File: src/rtl/wb_port_arbiter_if.sv
// Writeback-port bundle between the EXE/MEM pipeline (master) and the
// writeback arbiter (slave): ALU/MULT/LOAD result inputs, regfile write
// port and scoreboard retire pulses.
interface wb_port_arbiter_if;
  logic        alu_wr;
  logic [4:0]  alu_rd;
  logic [31:0] alu_data;

  logic        mult_valid;
  logic        mult_ready;
  logic [4:0]  mult_rd;
  logic [31:0] mult_data;

  logic        load_valid;
  logic        load_ready;
  logic [4:0]  load_rd;
  logic [31:0] load_data;

  logic        alu_hold;

  logic        rf_we;
  logic [4:0]  rf_waddr;
  logic [31:0] rf_wdata;

  logic        MULT_reg_wr;
  logic [4:0]  MULT_reg_rd;
  logic        LOAD_reg_wr;
  logic [4:0]  LOAD_reg_rd;

  modport master (
    output alu_wr, alu_rd, alu_data,
    output mult_valid, mult_rd, mult_data,
    output load_valid, load_rd, load_data,
    input  mult_ready, load_ready, alu_hold,
    input  rf_we, rf_waddr, rf_wdata,
    input  MULT_reg_wr, MULT_reg_rd, LOAD_reg_wr, LOAD_reg_rd
  );

  modport slave (
    input  alu_wr, alu_rd, alu_data,
    input  mult_valid, mult_rd, mult_data,
    input  load_valid, load_rd, load_data,
    output mult_ready, load_ready, alu_hold,
    output rf_we, rf_waddr, rf_wdata,
    output MULT_reg_wr, MULT_reg_rd, LOAD_reg_wr, LOAD_reg_rd
  );
endinterface

File: src/rtl/wb_port_arbiter.sv
// Writeback port arbiter: shares the single regfile write port between the
// ALU (top priority, no backpressure) and the buffered MULT/LOAD sources
// (round-robin between them). Emits scoreboard retire pulses alongside each
// long-latency write and raises alu_hold when a buffered result starves.
// Optional: define WB_PERF_EN to add the hold_cnt/conflict_cnt counters.
module wb_port_arbiter #(
  parameter int BUF_DEPTH  = 2,
  parameter int STARVE_MAX = 4
) (
  input  logic             clk,
  input  logic             rstn,
  wb_port_arbiter_if.slave wb
`ifdef WB_PERF_EN
  ,
  output logic [15:0]      hold_cnt,
  output logic [15:0]      conflict_cnt
`endif
);

  localparam int PW   = $clog2(BUF_DEPTH);
  localparam int CW   = $clog2(BUF_DEPTH) + 1;
  localparam int SW   = $clog2(STARVE_MAX + 1);
  localparam int MULT = 0;
  localparam int LOAD = 1;

  typedef enum logic [1:0] {GNT_NONE, GNT_ALU, GNT_MULT, GNT_LOAD} grant_e;
  typedef enum logic {PRI_MULT, PRI_LOAD} pri_e;

  typedef struct packed {
    logic        we;
    logic [4:0]  waddr;
    logic [31:0] wdata;
    logic        mult_wr;
    logic [4:0]  mult_rd;
    logic        load_wr;
    logic [4:0]  load_rd;
  } wb_out_t;

  logic          run;
  logic [1:0]    in_valid, push, pop, head_valid, full;
  logic [4:0]    in_rd     [2];
  logic [31:0]   in_data   [2];
  logic [4:0]    head_rd   [2];
  logic [31:0]   head_data [2];
  logic [4:0]    rd_mem    [2][BUF_DEPTH];
  logic [31:0]   data_mem  [2][BUF_DEPTH];
  logic [PW-1:0] wr_ptr    [2];
  logic [PW-1:0] rd_ptr    [2];
  logic [CW-1:0] count     [2];
  logic [SW-1:0] wait_q    [2];
  logic [SW-1:0] wait_d    [2];
  grant_e        grant;
  pri_e          pri_q;
  wb_out_t       out_d, out_q;
  logic          hold_d, hold_q;

  assign in_valid       = {wb.load_valid, wb.mult_valid};
  assign in_rd[MULT]    = wb.mult_rd;
  assign in_rd[LOAD]    = wb.load_rd;
  assign in_data[MULT]  = wb.mult_data;
  assign in_data[LOAD]  = wb.load_data;

  assign wb.mult_ready  = run & ~full[MULT];
  assign wb.load_ready  = run & ~full[LOAD];
  assign push           = in_valid & {wb.load_ready, wb.mult_ready};

  // Head status and head entry of each long-source FIFO.
  // NOTE: every always_comb output gets a default first so no path leaves it unassigned (no latch).
  always_comb begin
    head_valid = '0;
    full       = '0;
    for (int i = 0; i < 2; i++) begin
      head_valid[i] = (count[i] != '0);
      full[i]       = (count[i] == CW'(BUF_DEPTH));
      head_rd[i]    = rd_mem[i][rd_ptr[i]];
      head_data[i]  = data_mem[i][rd_ptr[i]];
    end
  end

  // Ready outputs stay low while in reset and rise on the first clock after it.
  // NOTE: sequential state uses non-blocking (<=) so all flops update from pre-edge values.
  always_ff @(posedge clk or negedge rstn) begin
    if (!rstn) run <= 1'b0;
    else       run <= 1'b1;
  end

  // FIFO pointers and occupancy; push and pop together leave the count unchanged.
  always_ff @(posedge clk or negedge rstn) begin
    if (!rstn) begin
      for (int i = 0; i < 2; i++) begin
        wr_ptr[i] <= '0;
        rd_ptr[i] <= '0;
        count[i]  <= '0;
      end
    end else begin
      for (int i = 0; i < 2; i++) begin
        if (push[i]) wr_ptr[i] <= wr_ptr[i] + PW'(1);
        if (pop[i])  rd_ptr[i] <= rd_ptr[i] + PW'(1);
        case ({push[i], pop[i]})
          2'b10:   count[i] <= count[i] + CW'(1);
          2'b01:   count[i] <= count[i] - CW'(1);
          default: count[i] <= count[i];
        endcase
      end
    end
  end

  // FIFO storage: captures rd/data at the tail on each accepted transfer.
  // NOTE: storage has no reset; occupancy is tracked by count, so stale entries are never read.
  always_ff @(posedge clk) begin
    for (int i = 0; i < 2; i++) begin
      if (push[i]) begin
        rd_mem[i][wr_ptr[i]]   <= in_rd[i];
        data_mem[i][wr_ptr[i]] <= in_data[i];
      end
    end
  end

  // Arbitration (ALU first, then round-robin MULT/LOAD) and next output word.
  always_comb begin
    grant = GNT_NONE;
    pop   = '0;
    out_d = '0;
    if (wb.alu_wr)                        grant = GNT_ALU;
    else if (head_valid[MULT] && head_valid[LOAD])
      grant = (pri_q == PRI_MULT) ? GNT_MULT : GNT_LOAD;
    else if (head_valid[MULT])            grant = GNT_MULT;
    else if (head_valid[LOAD])            grant = GNT_LOAD;

    case (grant)
      GNT_ALU: begin
        out_d.we    = (wb.alu_rd != 5'd0);
        out_d.waddr = wb.alu_rd;
        out_d.wdata = wb.alu_data;
      end
      GNT_MULT: begin
        pop[MULT]     = 1'b1;
        out_d.we      = (head_rd[MULT] != 5'd0);
        out_d.waddr   = head_rd[MULT];
        out_d.wdata   = head_data[MULT];
        out_d.mult_wr = 1'b1;
        out_d.mult_rd = head_rd[MULT];
      end
      GNT_LOAD: begin
        pop[LOAD]     = 1'b1;
        out_d.we      = (head_rd[LOAD] != 5'd0);
        out_d.waddr   = head_rd[LOAD];
        out_d.wdata   = head_data[LOAD];
        out_d.load_wr = 1'b1;
        out_d.load_rd = head_rd[LOAD];
      end
      default: ;
    endcase
  end

  // Starvation counters: count denied cycles of a valid head, saturate, clear on grant.
  always_comb begin
    hold_d = 1'b0;
    for (int i = 0; i < 2; i++) begin
      wait_d[i] = wait_q[i];
      if (pop[i])
        wait_d[i] = '0;
      else if (head_valid[i] && (wait_q[i] != SW'(STARVE_MAX)))
        wait_d[i] = wait_q[i] + SW'(1);
      if (wait_d[i] == SW'(STARVE_MAX)) hold_d = 1'b1;
    end
  end

  // Registered outputs, wait counters and round-robin pointer.
  always_ff @(posedge clk or negedge rstn) begin
    if (!rstn) begin
      out_q  <= '0;
      hold_q <= 1'b0;
      pri_q  <= PRI_MULT;
      for (int i = 0; i < 2; i++) wait_q[i] <= '0;
    end else begin
      out_q  <= out_d;
      hold_q <= hold_d;
      for (int i = 0; i < 2; i++) wait_q[i] <= wait_d[i];
      if (grant == GNT_MULT)      pri_q <= PRI_LOAD;
      else if (grant == GNT_LOAD) pri_q <= PRI_MULT;
    end
  end

  assign wb.rf_we       = out_q.we;
  assign wb.rf_waddr    = out_q.waddr;
  assign wb.rf_wdata    = out_q.wdata;
  assign wb.MULT_reg_wr = out_q.mult_wr;
  assign wb.MULT_reg_rd = out_q.mult_rd;
  assign wb.LOAD_reg_wr = out_q.load_wr;
  assign wb.LOAD_reg_rd = out_q.load_rd;
  assign wb.alu_hold    = hold_q;

`ifdef WB_PERF_EN
  // Saturating counters of hold cycles and ALU-vs-long-result conflicts.
  always_ff @(posedge clk or negedge rstn) begin
    if (!rstn) begin
      hold_cnt     <= '0;
      conflict_cnt <= '0;
    end else begin
      if (hold_q && (hold_cnt != 16'hFFFF))
        hold_cnt <= hold_cnt + 16'd1;
      if (wb.alu_wr && (|head_valid) && (conflict_cnt != 16'hFFFF))
        conflict_cnt <= conflict_cnt + 16'd1;
    end
  end
`endif

endmodule
File: src/flat_wrapper.sv
// flat-port wrapper written by rule: the top's interface ports become plain ports
module wb_port_arbiter_flat 
#(
  parameter int BUF_DEPTH  = 2,
  parameter int STARVE_MAX = 4
)
  (clk, rstn, wb_alu_wr, wb_alu_rd, wb_alu_data, wb_mult_valid, wb_mult_rd, wb_mult_data, wb_load_valid, wb_load_rd, wb_load_data, wb_mult_ready, wb_load_ready, wb_alu_hold, wb_rf_we, wb_rf_waddr, wb_rf_wdata, wb_MULT_reg_wr, wb_MULT_reg_rd, wb_LOAD_reg_wr, wb_LOAD_reg_rd);
  wb_port_arbiter_if wb_i ();
  input  logic clk;
  input  logic rstn;
  input wire logic [$bits(wb_i.alu_wr)-1:0] wb_alu_wr;
  input wire logic [$bits(wb_i.alu_rd)-1:0] wb_alu_rd;
  input wire logic [$bits(wb_i.alu_data)-1:0] wb_alu_data;
  input wire logic [$bits(wb_i.mult_valid)-1:0] wb_mult_valid;
  input wire logic [$bits(wb_i.mult_rd)-1:0] wb_mult_rd;
  input wire logic [$bits(wb_i.mult_data)-1:0] wb_mult_data;
  input wire logic [$bits(wb_i.load_valid)-1:0] wb_load_valid;
  input wire logic [$bits(wb_i.load_rd)-1:0] wb_load_rd;
  input wire logic [$bits(wb_i.load_data)-1:0] wb_load_data;
  output wire logic [$bits(wb_i.mult_ready)-1:0] wb_mult_ready;
  output wire logic [$bits(wb_i.load_ready)-1:0] wb_load_ready;
  output wire logic [$bits(wb_i.alu_hold)-1:0] wb_alu_hold;
  output wire logic [$bits(wb_i.rf_we)-1:0] wb_rf_we;
  output wire logic [$bits(wb_i.rf_waddr)-1:0] wb_rf_waddr;
  output wire logic [$bits(wb_i.rf_wdata)-1:0] wb_rf_wdata;
  output wire logic [$bits(wb_i.MULT_reg_wr)-1:0] wb_MULT_reg_wr;
  output wire logic [$bits(wb_i.MULT_reg_rd)-1:0] wb_MULT_reg_rd;
  output wire logic [$bits(wb_i.LOAD_reg_wr)-1:0] wb_LOAD_reg_wr;
  output wire logic [$bits(wb_i.LOAD_reg_rd)-1:0] wb_LOAD_reg_rd;
  assign wb_i.alu_wr = wb_alu_wr;
  assign wb_i.alu_rd = wb_alu_rd;
  assign wb_i.alu_data = wb_alu_data;
  assign wb_i.mult_valid = wb_mult_valid;
  assign wb_i.mult_rd = wb_mult_rd;
  assign wb_i.mult_data = wb_mult_data;
  assign wb_i.load_valid = wb_load_valid;
  assign wb_i.load_rd = wb_load_rd;
  assign wb_i.load_data = wb_load_data;
  assign wb_mult_ready = wb_i.mult_ready;
  assign wb_load_ready = wb_i.load_ready;
  assign wb_alu_hold = wb_i.alu_hold;
  assign wb_rf_we = wb_i.rf_we;
  assign wb_rf_waddr = wb_i.rf_waddr;
  assign wb_rf_wdata = wb_i.rf_wdata;
  assign wb_MULT_reg_wr = wb_i.MULT_reg_wr;
  assign wb_MULT_reg_rd = wb_i.MULT_reg_rd;
  assign wb_LOAD_reg_wr = wb_i.LOAD_reg_wr;
  assign wb_LOAD_reg_rd = wb_i.LOAD_reg_rd;
  wb_port_arbiter #(.BUF_DEPTH(BUF_DEPTH), .STARVE_MAX(STARVE_MAX)) u_core (.clk(clk), .rstn(rstn), .wb(wb_i));
endmodule
File: config.mk
export PLATFORM = sky130hd
export DESIGN_NAME = wb_port_arbiter_flat
export DESIGN_NICKNAME = d
export VERILOG_FILES = /design/src/rtl/wb_port_arbiter_if.sv /design/src/rtl/wb_port_arbiter.sv /design/src/flat_wrapper.sv
export SDC_FILE = /design/constraint.sdc
export NUM_CORES = 1
export LEC_CHECK = 0
export BUFFER_PORTS_ARGS = -buffer_cell sky130_fd_sc_hd__buf_2
export CAP_MARGIN = 5
export CORE_MARGIN = 5
export CORE_UTILIZATION = 43
export DETAILED_ROUTE_END_ITERATION = 12
export HOLD_SLACK_MARGIN = 0.06
export PLACE_DENSITY = 0.63
export SYNTH_ARGS = -nofsm -noshare
export SYNTH_HDL_FRONTEND = slang
export SYNTH_SLANG_ARGS = --single-unit
File: constraint.sdc
create_clock -name clk -period 8.4 [get_ports clk]
set_input_delay 0.42 -clock clk [delete_from_list [all_inputs] [get_ports clk]]
set_output_delay 0.42 -clock clk [all_outputs]
set_load 0.1 [all_outputs]
Word-level counts from Yosys, hierarchy flattened:

Memory sizes are Yosys's and may differ from the RTL's.
Cells that the tools add are included.

* register bits after elaboration: 67
* RAM bits: 148
* logic and storage cells: 117
* memories: 2

* add/sub/neg operators: 10
* magnitude comparators: 6
* eq/ne operators: 13
* muxes and demuxes: 46
* bitwise logic cells: 9
* reductions and logical operators: 13

Memories
* u_core.data_mem: words 2, width 64, rd ports 2, clocked after memory_dff 0, write ports 2, line wb_port_arbiter.sv:46 `logic [31:0] data_mem [2][BUF_DEPTH];`
* u_core.rd_mem: words 2, width 10, rd ports 2, clocked after memory_dff 0, write ports 2, line wb_port_arbiter.sv:45 `logic [4:0] rd_mem [2][BUF_DEPTH];`

Operators by type and width (number)
* 32-bit two-way mux: 8
* 64-bit two-way mux: 2
* 38-bit one-hot mux with 3 select lines: 1
* 32-bit demux with 1-bit select: 2
* 5-bit two-way mux: 8
* 10-bit two-way mux: 2
* 5-bit nonzero test: 3
* 2-bit equality test, second input constant: 6
* 3-bit two-way mux: 4
* 6-bit two-way mux: 2
* 5-bit demux with 1-bit select: 2
* 2-bit nonzero test: 5
* 1-bit two-way mux: 9
* 2-bit >= comparator, second input constant: 4
* 2-bit two-way mux: 4
* 1-bit NOT with 2-bit output: 4
* 2-bit one-hot mux with 2 select lines: 2
* 3-bit by 1-bit adder with 3-bit output, second input constant: 2
* 2-bit by 1-bit equality test with 1-bit output, second input constant: 3
* 3-bit equality test, second input constant: 2
* 3-bit inequality test, second input constant: 2
* 1-bit logical AND: 5
* 1-bit adder, second input constant: 4
* 2-bit by 1-bit adder with 2-bit output, second input constant: 2
* 5 further kinds: 9

Logic depth before layout (Yosys ltp):

Gate-level depths: netlist of the first run.

* word-level depth: 11
* mapped depth: 10
* mapped depth without buffers: 7

Worst setup path before layout of the first run:

OpenSTA, ideal clock, no wires.

* path kind: register -> register
* start point: register u_core.count[0] (netlist name)
* end point: memory u_core.data_mem[0][100] (netlist name) (enable)
* setup time: 0.431 ns
* arrival: 4.835 ns
* slack: 3.134 ns
* stages on the path, launching flop included: 5
* clock period less this slack: 5.266 ns
* cell sequence: dfrtp_1 > inv_1 > a21boi_0 > nand2_1 > nor2_1

RTL lines
* start, declared: line wb_port_arbiter.sv:49 `logic [CW-1:0] count [2];`
* start signal, assigned by index: line wb_port_arbiter.sv:100 `2'b10: count[i] <= count[i] + CW'(1);`
* start signal, assigned by index: line wb_port_arbiter.sv:101 `2'b01: count[i] <= count[i] - CW'(1);`
* start signal, assigned by index: line wb_port_arbiter.sv:102 `default: count[i] <= count[i];`
* end, declared: line wb_port_arbiter.sv:46

Worst setup path in the final report of the first run:

* start point: register u_core.count[2] (netlist name)
* end point: register u_core.count[3] (netlist name)

* longest elaborated chain between the ends: 8
* elaborated cells on any way between the ends: 17

Ends and longest elaborated chain
* 2-bit nonzero test: line wb_port_arbiter.sv:73 `head_valid[i] = (count[i] != '0);`
* 2-bit two-way mux or 1-bit logical AND (tied branches): line wb_port_arbiter.sv:127, wb_port_arbiter.sv:125
* 2-bit two-way mux: line wb_port_arbiter.sv:125 `else if (head_valid[MULT] && head_valid[LOAD])`
* 2-bit two-way mux: line wb_port_arbiter.sv:124 `if (wb.alu_wr) grant = GNT_ALU;`
* 2-bit equality test: line wb_port_arbiter.sv:130 `case (grant)`
* 1-bit two-way mux: line wb_port_arbiter.sv:130
* 2-bit by 1-bit equality test with 1-bit output or 2-bit equality test (tied branches): line wb_port_arbiter.sv:99 `case ({push[i], pop[i]})`
* 2-bit one-hot mux with 2 select lines or 2-bit nonzero test (tied branches)

Parallel ways exist; a longest one is shown, timed or not.
A chain may end at the register's enable or synchronous reset.

==> impl_metrics.csv, run 1 <==
group,metric,value,unit
critical_path,critical-path-top-cell-by-count,"sky130_fd_sc_hd__nor2_1",
synth,ys_warn_count,0,
floorplanning,ioPinCount,169,
layout,ff_latch_area,0.00612,mm²
floorplanning,floorplan.die.height,146,µm
detailed_routing,detail_route.iter0.violations,217,
detailed_routing,wirelength,18.0,mm
sta,final.min_clock_period,2.61,ns
critical_path,cell_at_the_slowest_stage_of_the_critical_path,"sky130_fd_sc_hd__a211o_2",
detailed_routing,met3RoutedLength,1.33,mm
detailed_routing,via_count,4714,
clocking,postCtsResizedCells,0,
synth,synth_enable_flop_cells,148,
layout,final_common_cell,"sky130_fd_sc_hd__buf_2",
critical_path,path_delay_family,"compound AO/OA/AOI/OAI gates",
layout,layoutNonFillerInstCount,893,
synth,avgSynthCellArea,17.0,µm²
sta,maxSlewHeadroom,32.7,%
power,power.ir.vdd_worst,0.245,mV
sta,grt_setup_unrepaired,"no",
critical_path,setup.worst_path.class,"flop to flop",
synth,synth.yosys.seq_area_share,76.6,%
sta,timing_worst_slew_pin_value,1.01,ns
synth,synthesis.nets,593,
critical_path,critPathBufInv,1,
layout,fillerInstances,1553,
synth,synthArstFlopShare,31.2,%
critical_path,peak_per_stage_delay_on_the_critical_path,0.74,ns
critical_path,peak_fanout_along_the_critical_path,39,
sta,timing.final.setup_violations,0,
clocking,cts_setup_buffers,0,
sta,max_clock_freq,383,MHz
grt,grt_total_usage,16.5,%
clocking,clk_pin_slew,0.06,ns
detailed_routing,route.antenna.remaining_nets,0,
critical_path,worst_setup_path_end_kind,"flop",
detailed_routing,highest_layer,"met5",
layout,final_layout_size_suffix_gt1_share,32.1,%
min_path,hold_path_class,"input pin to asynchronous set/reset pin",
synth,yosys-top-cells-area,"sky130_fd_sc_hd__edfxtp_1 (56%), sky130_fd_sc_hd__dfrtp_1 (21%), sky130_fd_sc_hd__mux2i_1 (9.5%)",
clocking,post_cts_hold_buffer_count,0,
placed_design,io_buffers,168,
flow_run,cap_violations,0,
synth,syn_inst,471,
critical_path,startpoint_type,"flop",
clocking,clock_tree.htree_level_count,1,
grt,global_route_wire_length_before_repair,28.0,mm
sta,timing.setup.tns,0,ns
placed_design,dp_hpwl,11.6,mm
floorplanning,rows,49,
critical_path,cp.arrival,3.03,ns
synth,yosysUniqueCellTypes,35,
clocking,clock_insertion_delay_worst_skew,0.50,ns
placed_design,gp_routability_congestion,0.812,
synth,synth_area_leader_cell,"sky130_fd_sc_hd__edfxtp_1",
layout,multi_input_combinational_cell_area,0.00175,mm²
sta,timing.final.hold_violations,0,
layout,num-nets-final,769,
floorplanning,core_area,0.0181,mm²
layout,flow.area_growth_from_synthesis,22.4,%
clocking,clock-sinks,215,
sta,skew,0.0117,ns
grt,global_route.overflow_total,0,
grt,first_global_vias,5138,
grt,pin_count_of_the_biggest_net_entering_global_routing,68,
floorplanning,die-area,0.0214,mm²
critical_path,critical_path.cell_chain,"nor2_1 > a211o_2 > inv_1 > ha_1 > nor2_1 > xor2_1",
outcome,outcome,"complete, no violations",
floorplanning,initial_utilization,44.0,%
layout,mostFrequentLayoutCells,"sky130_fd_sc_hd__buf_2 (167), sky130_fd_sc_hd__edfxtp_1 (148), sky130_fd_sc_hd__mux2i_1 (76)",
synth,mapped_area,0.00799,mm²
detailed_routing,vias_per_cell,5.28,
sta,finalMaxSlewViolations,0,
clocking,cts_tree,"done",
clocking,ctsRootBufferMaster,"sky130_fd_sc_hd__clkbuf_16",
sta,holdWs,0.0563,ns
sta,final_min_period_over_clock_period,31.1,%
detailed_routing,drc_violation_count_after_routing,0,
detailed_routing,detailedRoute.firstPassIterationCount,6,
power,p_per_area,405,mW/mm²
detailed_routing,wirelength_met1,7.78,mm
synth,most_frequently_used_flop_master_after_synthesis,"sky130_fd_sc_hd__edfxtp_1",
floorplanning,chipWidth,146,µm
synth,yosys.area.top_type_share,55.6,%
power,leakage,4.11,nW
detailed_routing,post_drt_wl_per_cell,20.2,µm
clocking,cts_buffers,23,
critical_path,crit_required,8.82,ns
clocking,cts.path.max_buffers,3,
synth,synth_register_bits,215,
grt,antenna_found_initial,4,
detailed_routing,met2RoutedLength,8.65,mm
placed_design,placed_cells_incl_taps,851,
[path summary, 6_finish.rpt]
| check | from | to | slack (ns) | cells past startpoint |
|---|---|---|---|---|
| min in group clk | wb_mult_data[0] | u_core.data_mem[0][32] | 0.11 | 1 |
| max in group asynchronous | rstn | u_core.rd_ptr[0] | 7.69 | 1 |
| worst min-delay path | rstn | u_core.wb.rf_wdata[1] | 0.06 | 1 |
| worst min register to register | u_core.count[3] | u_core.count[3] | 0.54 | 1 |
| worst max-delay path | u_core.count[2] | u_core.count[3] | 5.79 | 6 |
| worst max register to register | u_core.count[2] | u_core.count[3] | 5.79 | 6 |
[cell usage after synthesis (2+ instances only)]
library cell               instances
sky130_fd_sc_hd__o221ai_1         32
sky130_fd_sc_hd__o21ai_0           2
sky130_fd_sc_hd__nor4_1            2
sky130_fd_sc_hd__edfxtp_1        148
sky130_fd_sc_hd__buf_6             2
sky130_fd_sc_hd__dfrtp_1          67
sky130_fd_sc_hd__a21boi_0          2
sky130_fd_sc_hd__or4_1             2
sky130_fd_sc_hd__mux2_2            2
sky130_fd_sc_hd__xnor2_1          10
sky130_fd_sc_hd__nor2_1           26
sky130_fd_sc_hd__mux2i_1          76
sky130_fd_sc_hd__a211o_1           6
sky130_fd_sc_hd__nand2_1          35
sky130_fd_sc_hd__and3_1            2
sky130_fd_sc_hd__nor3_1            4
sky130_fd_sc_hd__inv_1             9
sky130_fd_sc_hd__ha_1              6
sky130_fd_sc_hd__xor2_1            2
sky130_fd_sc_hd__a21oi_1           3
sky130_fd_sc_hd__buf_2             8
sky130_fd_sc_hd__clkbuf_1         12
[kinds of logic (layout without fill, tap and decap cells)]
family | Yosys count | count (layout) | synth area share, %
DFF | 215 | 215 | 76.6
muxes | 78 | 78 | 9.80
and+or+nand+nor | 77 | 77 | 4.21
AOI/OAI and AO/OA | 51 | 51 | 5.31
buffers and inverters | 31 | 223 | 1.77
xor gates and xnor gates | 12 | 12 | 1.32
adders and majority gates | 6 | 6 | 0.940
other | 1 | 2 | 0.0469
[final cells by class]
type	count	share of cell area [%]
inverter	9	0.345
clock buffer	31	6.19
tap	229	2.93
multi-input combinational	225	17.9
clock inverter	10	0.959
timing repair buffer	173	9.01
sequential	215	62.6
antenna	1	0.0256
[where the power goes]
group / switching [mW] / total (mW) / internal (mW)
clock: 0.380 / 0.943 / 0.564
sequential: 0.105 / 1.48 / 1.38
combinational: 1.19 / 1.53 / 0.345
[per-stage QoR]
stage | setup WS (ns) | utilization (%) | total power, mW | instance area [µm²]
after floorplan | 3.13 | - | 2.72 | 7990
after global placement | 5.50 | 50.0 | 3.02 | 9080
after detailed placement | 5.39 | 50.0 | 3.05 | 9080
after CTS | 5.76 | 53.9 | 4.00 | 9780
after global routing | 5.56 | 53.9 | 4.13 | 9780
final | 5.79 | 53.9 | 3.96 | 9780
[registers in the layout, indices dropped and copies added, names as in the netlist, 4 cells and up]
name and count:
u_core.wb.MULT_reg_rd 5, u_core.wb.rf_wdata 32, u_core.rd_mem 20, u_core.count 4, u_core.wb.LOAD_reg_rd 5, u_core.data_mem 128
u_core.wb.rf_waddr 5, u_core.wait_q 6
[metal layers]
metal | vias up | global-route usage (%)
met5 | - | 0
met2 | 169 | 27.0
met4 | 6 | 3.20
li1 | 2144 | -
met3 | 25 | 5.02
met1 | 2370 | 22.2
(Power assumes the default switching activity.)
==> run 2, diff against run 1 <==
--- a/config.mk
+++ b/config.mk
@@ -11,7 +11,7 @@
 export CORE_UTILIZATION = 43
 export DETAILED_ROUTE_END_ITERATION = 12
 export HOLD_SLACK_MARGIN = 0.06
-export PLACE_DENSITY = 0.63
+export PLACE_DENSITY = 0.66
 export SYNTH_ARGS = -nofsm -noshare
 export SYNTH_HDL_FRONTEND = slang
 export SYNTH_SLANG_ARGS = --single-unit
==> constraint.sdc (replaced) <==
create_clock -name clk -period 2.35 [get_ports clk]
set_input_delay 0.1175 -clock clk [delete_from_list [all_inputs] [get_ports clk]]
set_output_delay 0.1175 -clock clk [all_outputs]
set_load 0.1 [all_outputs]
==> run 2 against run 1 <==
Routed wire length rose by 9.9%. Sequential cell count did not move. Sequential power rose to 3.6 times the previous value. Maximum frequency rose by 28%. Via count rose by 8.4%. Clock-buffer cell count rose by 7.
==> impl_metrics.csv, run 2 (synthesis gave the netlist of run 1 again) <==
group,metric,value,unit
outcome,outcome,"complete, no violations",
floorplanning,rows,49,
sta,timing_worst_slew_pin_value,0.743,ns
power,internal_power_component,8.34,mW
layout,final_common_cell,"sky130_fd_sc_hd__buf_2",
sta,maxSlewHeadroom,50.3,%
power,leakage,4.66,nW
power,total_power,14.4,mW
sta,post_route_setup_slack,0.307,ns
power,power.net_switching,6.11,mW
critical_path,setup.worst_path.class,"flop to flop",
sta,timing.final.setup_violations,0,
critical_path,worst_setup_path_end_kind,"flop",
clocking,clock-sinks,215,
sta,grt_setup_unrepaired,"no",
layout,largest_reg_flops,128,
placed_design,detailedPlace.worstSlack,0.287,ns
detailed_routing,drc_violation_count_after_routing,0,
layout,flow.area_growth_from_synthesis,38.8,%
critical_path,startpoint_type,"flop",
clocking,clk_pin_slew,0.06,ns
detailed_routing,wirelength,19.8,mm
clocking,clock_insertion_delay_worst_skew,0.50,ns
floorplanning,initial_utilization,44.0,%
clocking,cts_tree,"done",
power,power.ir.vdd_worst,0.942,mV
grt,pin_count_of_the_biggest_net_entering_global_routing,40,
grt,first_global_vias,5584,
sta,finalMaxSlewViolations,0,
layout,stdcell_area,0.0111,mm²
detailed_routing,detail_route.iter0.violations,230,
detailed_routing,detailedRoute.firstPassIterationCount,4,
placed_design,io_buffers,168,
grt,grt_total_usage,18.5,%
layout,mostFrequentLayoutCells,"sky130_fd_sc_hd__buf_2 (167), sky130_fd_sc_hd__edfxtp_1 (148), sky130_fd_sc_hd__dlygate4sd3_1 (114)",
floorplanning,chipWidth,146,µm
clocking,cts_setup_buffers,0,
floorplanning,core_area,0.0181,mm²
grt,antenna_found_initial,1,
sta,skew,0.0119,ns
grt,global_route.overflow_total,0,
placed_design,gp_routability_congestion,0.785,
power,power.share.combinational,39.9,%
grt,global_route_wire_length_before_repair,31.2,mm
clocking,ctsRootBufferMaster,"sky130_fd_sc_hd__clkbuf_16",
power,clockPowerShare,23.0,%
sta,max_clock_freq,490,MHz
detailed_routing,route.antenna.remaining_nets,0,
critical_path,cell_at_the_slowest_stage_of_the_critical_path,"sky130_fd_sc_hd__o21ai_4",
layout,final_layout_size_suffix_gt1_share,28.8,%
detailed_routing,vias_per_cell,5.03,
sta,timing.final.hold_violations,0,
clocking,postCtsResizedCells,0,
critical_path,crit_required,2.76,ns
clocking,cts_buffers,23,
detailed_routing,post_drt_wl_per_cell,19.5,µm
critical_path,critical-path-top-cell-by-count,"sky130_fd_sc_hd__nor2_1",
placed_design,dp_hpwl,11.7,mm
layout,num-nets-final,890,
power,p_seq_share,37.1,%
clocking,clock_tree.htree_level_count,1,
critical_path,critical_path.cell_chain,"nor2_1 > o21ai_4 > inv_1 > ha_1 > nor2_1 > xor2_1",
flow_run,cap_violations,0,
power,power.share.switching,42.3,%
critical_path,peak_fanout_along_the_critical_path,24,
sta,timing.setup.tns,0,ns
sta,holdWs,0.122,ns
floorplanning,ioPinCount,169,
floorplanning,floorplan.die.height,146,µm
placed_design,placedInstanceArea,0.00925,mm²
power,p_per_area,1300,mW/mm²
sta,final.min_clock_period,2.04,ns
critical_path,cp.arrival,2.45,ns
detailed_routing,via_count,5109,
floorplanning,die-area,0.0214,mm²
sta,final_min_period_over_clock_period,86.9,%
critical_path,peak_per_stage_delay_on_the_critical_path,0.60,ns
clocking,cts.path.max_buffers,3,
min_path,hold_path_class,"input pin to asynchronous set/reset pin",
## run 2: changes by cell type in the layout (fill, tap and decap cells not counted), sizes merged
cell / delta
dlygate4sd3: +114
buf: +7
clkbuf: +7
clkinv: -5
bufinv: -2
inv: +1
## run 2: area by class of cell
| cell class | instances | area, µm² |
|---|---|---|
| fill | 1341 | 7060 |
| inverter | 9 | 33.8 |
| antenna | 1 | 2.50 |
| clock inverter | 4 | 23.8 |
| sequential | 215 | 6120 |
| tap | 229 | 287 |
| multi-input combinational | 225 | 1780 |
| timing repair buffer | 294 | 2160 |
| clock buffer | 38 | 673 |
## run 2: critical path: cells and delay by family (launching register included)
family	cells	cell delay (ns)
simple gates	2	0.28
compound gates	1	0.60
xor+xnor	1	0.16
fa+ha+maj	1	0.35
buf+inv	1	0.11
flops	1	0.45
## run 2: repair_timing
item / 4_1_cts / 5_1_grt
hold buffers: 114 / 0
endpoints found under the hold margin: 255 / 0
setup endpoints to repair: 0 / 0
## run 2: worst paths after layout
check | start | endpoint | slack [ns] | depth (start not counted)
setup / recovery | u_core.count[3] | u_core.count[1] | 0.31 | 6
hold / removal | rstn | u_core.wb.MULT_reg_rd[0] | 0.12 | 2
setup reg to reg | u_core.count[3] | u_core.count[1] | 0.31 | 6
hold reg to reg | u_core.wr_ptr[1] | u_core.wr_ptr[1] | 0.55 | 1
max in group asynchronous | rstn | u_core.rd_ptr[1] | 1.65 | 3
min in group clk | wb_alu_wr | u_core.wb.rf_wdata[19] | 0.20 | 4
## run 2: routing by layer
layer	up-vias	share of wire (%)	global-route usage [%]
met1	2528	40	23.3
li1	2386	-	-
met3	26	6.1	4.06
met4	0	1.6	4.28
met2	169	52	32.7
met5	-	0	0
## run 2: per-stage QoR
step | instances | utilization [%]
after floorplan | 471 | -
after global placement | 858 | 51.0
after detailed placement | 858 | 51.0
after CTS | 1014 | 61.1
after global routing | 1015 | 61.1
final | 1015 | 61.1
## run 2: power by group through the flow
stage / Combinational [mW] / Sequential, mW / Clock [mW]
floorplan: 1.95 / 7.81 / 0
CTS: 5.79 / 5.36 / 3.41
global route: 6.03 / 5.45 / 3.58
global placement: 5.55 / 5.40 / 0
finish: 5.76 / 5.36 / 3.32
detailed placement: 5.64 / 5.43 / 0
==> run 3, diff against run 2 <==
--- a/config.mk
+++ b/config.mk
@@ -11,7 +11,7 @@
 export CORE_UTILIZATION = 43
 export DETAILED_ROUTE_END_ITERATION = 12
 export HOLD_SLACK_MARGIN = 0.06
-export PLACE_DENSITY = 0.66
+export PLACE_DENSITY = 0.63
 export SYNTH_ARGS = -nofsm -noshare
 export SYNTH_HDL_FRONTEND = slang
 export SYNTH_SLANG_ARGS = --single-unit
==> constraint.sdc (replaced) <==
create_clock -name clk -period 1.9 [get_ports clk]
set_input_delay 0.095 -clock clk [delete_from_list [all_inputs] [get_ports clk]]
set_output_delay 0.095 -clock clk [all_outputs]
set_load 0.1 [all_outputs]
==> run 3 against run 2 <==
Clock power rose by 43%. Non-clock buffer count grew 7. First-iteration DRC count up 14%. Clock-buffer cell count fell by 9. Critical path type is now flop to output port. Critical endpoint is now wb_load_ready. Largest power group unchanged. Highest routed layer unchanged.
==> impl_metrics.csv, run 3 (synthesis gave the netlist of run 1 again) <==
group,metric,value,unit
outcome,outcome,"complete, no violations",
floorplanning,ioPinCount,169,
detailed_routing,post_drt_wl_per_cell,19.1,µm
sta,max_clock_freq,558,MHz
layout,mostFrequentLayoutCells,"sky130_fd_sc_hd__buf_2 (167), sky130_fd_sc_hd__edfxtp_1 (148), sky130_fd_sc_hd__dlygate4sd3_1 (114)",
layout,multi_input_combinational_cell_area,0.00182,mm²
floorplanning,rows,49,
clocking,cts_buffers,22,
layout,antennaDiodeCount,0,
critical_path,cp.arrival,1.70,ns
detailed_routing,detailedRoute.firstPassIterationCount,6,
layout,ff_latch_area,0.00612,mm²
layout,final_common_cell,"sky130_fd_sc_hd__buf_2",
critical_path,startpoint_type,"flop",
power,p_per_area,1650,mW/mm²
clocking,cts_tree,"done",
placed_design,detailedPlace.worstSlack,0.103,ns
grt,global_route_wire_length_before_repair,31.1,mm
detailed_routing,route.antenna.remaining_nets,0,
critical_path,setup.worst_path.class,"flop to output port",
floorplanning,floorplan.die.height,146,µm
placed_design,placed_cells_incl_taps,865,
clocking,clock-sinks,215,
layout,layoutNonFillerInstCount,1019,
floorplanning,chipWidth,146,µm
sta,post_route_setup_slack,0.106,ns
power,total_power,18.7,mW
detailed_routing,drc_violation_count_after_routing,0,
placed_design,dp_hpwl,12.3,mm
detailed_routing,detail_route.iter0.violations,263,
min_path,hold_path_class,"input pin to asynchronous set/reset pin",
power,leakage,4.76,nW
critical_path,peak_fanout_along_the_critical_path,4,
floorplanning,die-area,0.0214,mm²
critical_path,timing.rr.start,"u_core.count[3]",
grt,antenna_found_initial,0,
clocking,ctsRootBufferMaster,"sky130_fd_sc_hd__clkbuf_16",
sta,timing.final.hold_violations,0,
sta,finalMaxSlewViolations,0,
flow_run,cap_violations,0,
layout,flow.area_growth_from_synthesis,41.5,%
detailed_routing,via_count,5148,
sta,grt_setup_unrepaired,"no",
clocking,clock_insertion_delay_worst_skew,0.49,ns
grt,global_route.overflow_total,0,
sta,timing_worst_slew_pin_value,0.535,ns
sta,maxSlewHeadroom,64.6,%
critical_path,worst_setup_path_end_kind,"output port",
sta,timing.final.setup_violations,0,
layout,largest_reg_flops,128,
sta,final.min_clock_period,1.79,ns
critical_path,crit_required,1.80,ns
grt,pin_count_of_the_biggest_net_entering_global_routing,42,
placed_design,gp_routability_congestion,0.807,
layout,finish.utilization,62.3,%
grt,first_global_vias,5763,
placed_design,io_buffers,168,
detailed_routing,wirelength,19.5,mm
power,power.ir.vdd_worst,1.09,mV
layout,fillerInstances,1338,
detailed_routing,vias_per_cell,5.05,
floorplanning,core_area,0.0181,mm²
clocking,clk_pin_slew,0.06,ns
floorplanning,initial_utilization,44.0,%
grt,grt_total_usage,18.3,%
layout,final_layout_size_suffix_gt1_share,31.0,%
layout,num-nets-final,896,
critical_path,timing.critical_path.from,"u_core.count[1]",
clocking,clock_tree.htree_level_count,1,
clocking,cts.path.max_buffers,3,
sta,skew,0.00832,ns
sta,final_min_period_over_clock_period,94.4,%
[run 3: layer usage]
metal	vias to the layer above	track usage [%]	routed length, µm	share of wire [%]
li1	2393	-	-	-
met5	-	0	0	0
met2	177	31.1	9600	49
met3	28	4.77	1370	7.0
met4	0	4.42	313	1.6
met1	2550	23.6	8210	42
[run 3: worst max-delay path, cell delays in order, from the launching register on]
cell and delay (ns):
sky130_fd_sc_hd__dfrtp_1 0.38, sky130_fd_sc_hd__buf_4 0.16, sky130_fd_sc_hd__a21boi_4 0.19, sky130_fd_sc_hd__buf_2 0.47
[run 3: cell type report]
cell class	instances	area share, %
flip-flops and latches	215	54.2
inverters	9	0.299
clock buffers	29	5.65
multi-input cells	225	16.1
well taps	229	2.54
repair buffers	301	19.6
clock inverters	11	1.64
[run 3: power breakdown]
group          switching, mW  internal, mW
combinational           5.48          1.95
sequential             0.445          6.07
clock                   1.70          3.04
[run 3: stage by stage]
stage | TNS (ns) | hold slack, ns | area (µm²)
3_3_place_gp | 0 | 0.0595 | 9340
4_1_cts | 0 | 0.0878 | 11300
2_1_floorplan | -43.38 | -0.201 | 8070
3_5_place_dp | 0 | 0.0696 | 9340
6_report | 0 | 0.0837 | 11300
5_1_grt | 0 | 0.111 | 11300
[run 3: worst paths after layout]
path                                    endpoint  slack (ns)  cells after the start
setup / recovery                   wb_load_ready        0.11                      3
hold / removal                   u_core.count[2]        0.08                      2
setup reg to reg                 u_core.count[3]        0.11                      7
hold reg to reg                 u_core.wr_ptr[0]        0.55                      1
max in group asynchronous       u_core.rd_ptr[0]        1.24                      3
min in group clk           u_core.wb.LOAD_reg_wr        0.15                      4
[run 3: timing repair]
action | 4_1_cts | 5_1_grt
endpoints found under the hold margin | 257 | 0
hold buffers | 114 | 0
gates resized for setup | 0 | 0
setup endpoints to repair | 0 | 0
buffers inserted | 0 | 0
